<file path="src/rtl/inst_fetch_unit.sv">
// Instruction fetch front end: owns the PC, reads a combinational instruction
// memory and feeds decode from a small in-order queue of {pc, inst} entries.
module inst_fetch_unit #(
    parameter logic [31:0] RESET_PC = 32'h0000_0000,
    parameter int          DEPTH    = 2,
    parameter logic [31:0] NOP_INST = 32'h0000_0013
) (
    input  logic        clk,
    input  logic        rst,
    output logic [31:0] im_addr,
    input  logic [31:0] im_inst,
    output logic        if_valid,
    output logic [31:0] if_inst,
    output logic [31:0] if_pc,
    input  logic        id_ready,
    input  logic        redirect_valid,
    input  logic [31:0] redirect_pc,
    output logic [31:0] fetch_pc
);

    localparam int PW = $clog2(DEPTH);
    localparam int CW = $clog2(DEPTH + 1);
    localparam logic [CW-1:0] FULL = CW'(DEPTH);

    logic [31:0]   pc;
    logic [31:0]   inst_q [DEPTH];
    logic [31:0]   pc_q   [DEPTH];
    logic [PW-1:0] head;
    logic [PW-1:0] tail;
    logic [CW-1:0] count;
    logic          pop;
    logic          fetch;
    logic          unused_redirect_lsbs;

    // Handshake: the head moves to decode on a rising edge where if_valid and
    // id_ready are both high; while id_ready is low the head and its outputs hold.
    assign pop   = if_valid && id_ready;
    assign fetch = !redirect_valid && ((count < FULL) || pop);

    assign im_addr  = pc;
    assign fetch_pc = pc;
    assign if_valid = (count != '0);
    assign if_inst  = if_valid ? inst_q[head] : NOP_INST;
    assign if_pc    = if_valid ? pc_q[head] : 32'h0000_0000;

    // Targets are word aligned; the low bits of redirect_pc are ignored.
    assign unused_redirect_lsbs = ^redirect_pc[1:0];

    always_ff @(posedge clk) begin
        if (rst) begin
            pc    <= RESET_PC;
            head  <= '0;
            tail  <= '0;
            count <= '0;
        end else if (redirect_valid) begin
            pc    <= {redirect_pc[31:2], 2'b00};
            head  <= '0;
            tail  <= '0;
            count <= '0;
        end else begin
            if (fetch) begin
                pc   <= pc + 32'd4;
                tail <= tail + PW'(1);
            end
            if (pop) begin
                head <= head + PW'(1);
            end
            case ({fetch, pop})
                2'b10:   count <= count + CW'(1);
                2'b01:   count <= count - CW'(1);
                default: count <= count;
            endcase
        end
    end

    // Payload storage carries no reset; count alone decides what is live.
    always_ff @(posedge clk) begin
        if (fetch) begin
            inst_q[tail] <= im_inst;
            pc_q[tail]   <= pc;
        end
    end

endmodule

</file>
<file path="config.mk">
export PLATFORM = sky130hd
export DESIGN_NAME = inst_fetch_unit
export DESIGN_NICKNAME = d
export VERILOG_FILES = /design/src/rtl/inst_fetch_unit.sv
export SDC_FILE = /design/constraint.sdc
export NUM_CORES = 1
export LEC_CHECK = 0
export CAP_MARGIN = 0
export CORE_MARGIN = 3
export CORE_UTILIZATION = 52
export CTS_CLUSTER_SIZE = 8
export DETAILED_ROUTE_END_ITERATION = 16
export PLACE_DENSITY = 0.83
export SLEW_MARGIN = 10
export SYNTH_ARGS = -nofsm -noshare
export SYNTH_HDL_FRONTEND = slang
export SYNTH_SLANG_ARGS = --single-unit
</file>
<file path="constraint.sdc">
create_clock -name clk -period 10 [get_ports clk]
set_clock_uncertainty 0.1 [all_clocks]
set_input_delay 1.5 -clock clk [delete_from_list [all_inputs] [get_ports clk]]
set_output_delay 1.5 -clock clk [all_outputs]
set_load 0.005 [all_outputs]
</file>
==> Word level (Yosys, flattened, before mapping) <==
Memories as Yosys holds them, arrays and structs flattened. A register that Yosys moved wholly into a read port is not among the register bits.
Index checks and enable logic that the tools add are counted.
{ "classes": {"n_mux": 11, "eq_ne": 2, "reduce_logical": 8, "n_lt_le_gt_ge": 1, "n_addsub": 5} }
{ "op_table": {"columns": ["cell", "n"], "rows": [
  ["32-bit 2-to-1 mux", 4],
  ["32-bit by 3-bit adder with 32-bit output, second input constant", 1],
  ["1-bit 2-to-1 mux", 6],
  ["2-bit nonzero test", 3],
  ["2-bit case mux with 2 select lines", 1],
  ["1-bit adder, second input constant", 2],
  ["2-bit by 1-bit adder with 2-bit output, second input constant", 1],
  ["2-bit by 1-bit == test with 1-bit output, second input constant", 1],
  ["2-bit == test, second input constant", 1],
  ["1-bit logical AND", 2],
  ["2-bit < comparator, second input constant", 1],
  ["2-bit OR reduction", 1],
  ["2-bit by 1-bit subtractor with 2-bit output, second input constant", 1],
  ["1-bit logical NOT", 1],
  ["1-bit logical OR", 1]
]} }
{ "word_totals": {"wordCells": 34, "ram_bits": 128, "memories": 2, "regBits": 36} }
{ "mem_list": {"columns": ["name", "words", "width", "rd", "rd_ports_with_merged_regs", "write_ports", "line", "text"], "rows": [
  ["inst_q", 2, 32, 1, 1, 1, "26", "logic [31:0] inst_q [DEPTH];"],
  ["pc_q", 2, 32, 1, 1, 1, "27", "logic [31:0] pc_q [DEPTH];"]
]} }

==> Longest topological paths before layout <==
{ "logic_depth": {"word_depth": 6, "depth_mapped": 7, "mapped_depth_nobuf": 7} }

==> Worst setup path after synthesis <==
No wires, ideal clock.
{ "synth_path": {"path_type": "input to register", "start": "input id_ready", "end": "memory inst_q[0][0], enable pin", "stages": 4, "path_slack_ns": 4.885, "t_arrival_ns": 4.531, "cell_sequence": "nand2b_1 -> buf_2 -> nand2_1 -> nor2_1"} }
{ "synth_via": {"elab_chain_len": 5} }
{ "synth_rtl": {"columns": ["item", "line", "text"], "rows": [
  ["start: declaration", "15", "input logic id_ready,"],
  ["1-bit logical AND", "37", "assign pop = if_valid && id_ready;"],
  ["1-bit logical OR", "38", "assign fetch = !redirect_valid && ((count < FULL) || pop);"],
  ["1-bit logical AND", "38", null],
  ["1-bit 2-to-1 mux", "78", "if (fetch) begin"],
  ["1-bit 2-to-1 mux (not written as such)", "79", "inst_q[tail] <= im_inst;"],
  ["end: declaration", "26", null]
]} }
Every way passes these cells.

==> flow_metrics.py <==
metrics = {
    "floorplanning": {
        "ios": 197,
        "initial_core_util": 0.541,
        "rows": 41,
        "coreArea_um2": 12800,
        "die_w_um": 122,
        "dieArea_um2": 14800,
        "die_height_um": 122,
    },
    "routing": {
        "wl_per_cell_um": 18.4,
        "viasPerCell": 5.55,
        "drt_wl_total_um": 16300,
        "firstDrtPassIters": 5,
        "vias": 4908,
        "first_iter_violations": 395,
        "ant_nets": 0,
        "drc": 0,
    },
    "layout": {
        "diodes": 0,
        "fin_cells": 885,
        "fin_nets": 770,
        "drive_above_1_share": 0.0575,
        "syn_to_final_growth_pct": 33.7,
    },
    "global_routing": {
        "grt_usage": 0.220,
        "first_global_vias": 4780,
        "antenna_found_initial": 1,
        "gr-total-overflow": 0,
        "grt_pass1_wl_um": 25100,
        "grt_max_degree": 63,
    },
    "worst_setup_path": {
        "worstPathArrival_ns": 2.41,
        "path_buf_inv": 1,
        "start_kind": "flop",
        "crit_slowest_cell": "dfxtp_4",
        "critPathMaxStageDelay_ns": 1.06,
        "cp_data_required_time_ns": 8.40,
        "crit_chain": "mux2i_1 -> nor2_1 -> clkdlybuf4s50_1",
        "crit_family": "flip-flops",
        "criticalPathCategory": "reg -> out",
        "cp_max_fo": 62,
        "endpoint_kind": "output port",
    },
    "synthesis": {
        "syn_area_um2": 6940,
        "yosys-mux-area-fraction": 0.0894,
        "synth_area_leader_cell": "edfxtp_1",
        "synth_edf_count": 124,
        "syn_avg_cell_area_um2": 12.6,
        "synth_adder_area_share": 0.00361,
        "seq_area_frac_synth": 0.638,
        "synth_common_cells": "edfxtp_1, nor2_1, mux2i_1",
        "synth_cells": 549,
        "synth-simple-area-share": 0.132,
        "synth_cell_types": 46,
        "synth_compound_area_frac": 0.0595,
        "ys_warn_count": 0,
        "synthXorXnorAreaFrac": 0.0151,
        "synth_ff_type": "edfxtp_1",
        "synth_most_common_cell": "edfxtp_1",
        "synthTopCellsByArea": "edfxtp_1, dfxtp_1, mux2i_1, nor2_1, buf_4",
        "synth_top_family_by_area": "simple AND/OR/NAND/NOR gates",
        "ys_seq_elements": 159,
        "async_flop_share": 0,
        "synth_top_area_share": 0.537,
    },
    "pwr": {
        "power.leakage_nw": 3.06,
        "pwr-share-clk": 0.388,
        "swShare": 0.215,
        "power_density_nw_per_um2": 167,
        "combPwrFrac": 0.106,
        "peakVddDrop_v": 0.000155,
        "internal_power_mw": 1.21,
        "p_seq_frac": 0.505,
        "power.switching_mw": 0.332,
    },
    "sta": {
        "whs_ns": 0.421,
        "layout_setup_ws_ns": 5.99,
        "rsz0062_at_grt": "false",
        "tns_ns": 0,
        "period_needed_ns": 4.01,
        "period_share": 0.401,
        "fmax_mhz": 250,
        "setup_viol": 0,
        "hold_viol": 0,
        "worstMarginPinSlew_ns": 1.06,
        "slew_viol_final": 0,
        "slew-limit-headroom": 0.292,
    },
    "cts": {
        "cts_buffer_depth": 2,
        "clock_latency_ns": 0.41,
        "cts_root_buf": "clkbuf_16",
        "cts_tree": "yes",
        "htreeDepth": 4,
        "path_clk_slew_ns": 0.06,
        "post_cts_resize_count": 0,
        "post_cts_buffers": 0,
        "cts_sinks": 159,
        "postCtsHoldBufs": 0,
        "cts_inserted_buffers": 17,
    },
    "place": {
        "place_hpwl_um": 10900,
        "place_congestion": 0.884,
        "port_buffers": 188,
        "place_inst": 853,
        "pre_cts_slack_ns": 5.64,
    },
    "run_status": {
        "status": "finished clean",
    },
    "worst_hold_path": {
        "hold_path.class": "reg -> reg",
    },
    "flow_run": {
        "max_cap_viol_count": 0,
    },
}
## routing by layer
| layer | track usage | wire length (µm) | vias to the layer above |
|---|---|---|---|
| met5 | 0 | 12 | - |
| met1 | 0.277 | 6590 | 2349 |
| met3 | 0.0536 | 1160 | 30 |
| met4 | 0.0854 | 317 | 2 |
| met2 | 0.368 | 8230 | 226 |
| li1 | - | - | 2301 |
## placed cells by master, fill, tap and decap left out, types with 2 or more instances in the layout
master           instances
and2_1                   6
nor2b_1                  2
nor2_4                   2
ha_1                     2
o31ai_1                 12
conb_1                   6
edfxtp_1               124
inv_1                    9
dfxtp_1                 34
a31oi_1                  2
o31a_1                   2
a311o_1                  2
nand4_1                  9
mux2i_1                 62
a211oi_1                 8
nand2_1                 24
and3_1                   5
clkbuf_1                 6
a21oi_1                  4
clkbuf_16               20
o21ai_0                  3
or4_1                   11
xnor2_1                  7
nor2_1                  89
buf_4                    5
a311oi_1                13
and4_1                   7
nand3_1                 10
o211ai_1                 3
clkdlybuf4s50_1        188
clkinv_2                 3
or3_1                    3
nor3_1                   2
xor2_1                   5
nor4_1                   5
nand4_2                  2
## power groups by stage
| stage | sequential, mW | clock [mW] | combinational, mW |
|---|---|---|---|
| final | 0.781 | 0.601 | 0.165 |
| after global routing | 0.785 | 0.637 | 0.178 |
| after CTS | 0.781 | 0.609 | 0.167 |
| after detailed placement | 0.794 | 0 | 0.165 |
| after global placement | 0.791 | 0 | 0.161 |
| after floorplan | 0.784 | 0 | 0.0759 |
## per-stage QoR
stage / power [mW] / util / cell area, µm²
global placement: 0.952 / 0.680 / 8710
finish: 1.55 / 0.723 / 9280
CTS: 1.56 / 0.723 / 9280
global route: 1.60 / 0.723 / 9280
detailed placement: 0.959 / 0.680 / 8710
floorplan: 0.860 / - / 6960
## final timing paths
check | startpoint | endpoint | slack (ns) | cells past startpoint
worst min-delay path | head | flop | 0.42 | 2
worst max-delay path | flop | if_inst[26] | 5.99 | 3
worst max register to register | count[1] | pc_q[0][31] | 7.39 | 4
worst min register to register | head | flop | 0.42 | 2
## worst reg2reg max path, cell delays in order, from the launching register on
cell	delay [ns]
dfxtp_1	0.36
nand2b_1	0.35
nand2_1	0.21
nor2_4	0.63
buf_4	0.56
## cells by family (layout without fill, tap and decap cells)
group | after synthesis | count (layout)
compound gates | 54 | 54
mux | 62 | 62
flops | 159 | 159
other cells | 1 | 6
fa+ha+maj | 2 | 2
buf+inv | 75 | 234
xor+xnor | 12 | 12
simple gates | 184 | 184
## final cells by class
type                    count  area [µm²]
clock buffers              27         537
clock inverters             5        25.0
fillers                   862        3550
inverters                   9        33.8
multi-input cells         320        2120
flip-flops and latches    159        4430
well taps                 172         215
repair buffers            193        1920
## flip-flops by register name, summed over array words and instances, names as in the netlist, named ones only
register and flops:
count 2, fetch_pc 30, head 1, inst_q 64, pc_q 60, tail 1
Note: power is estimated with default switching activity, not from simulation.
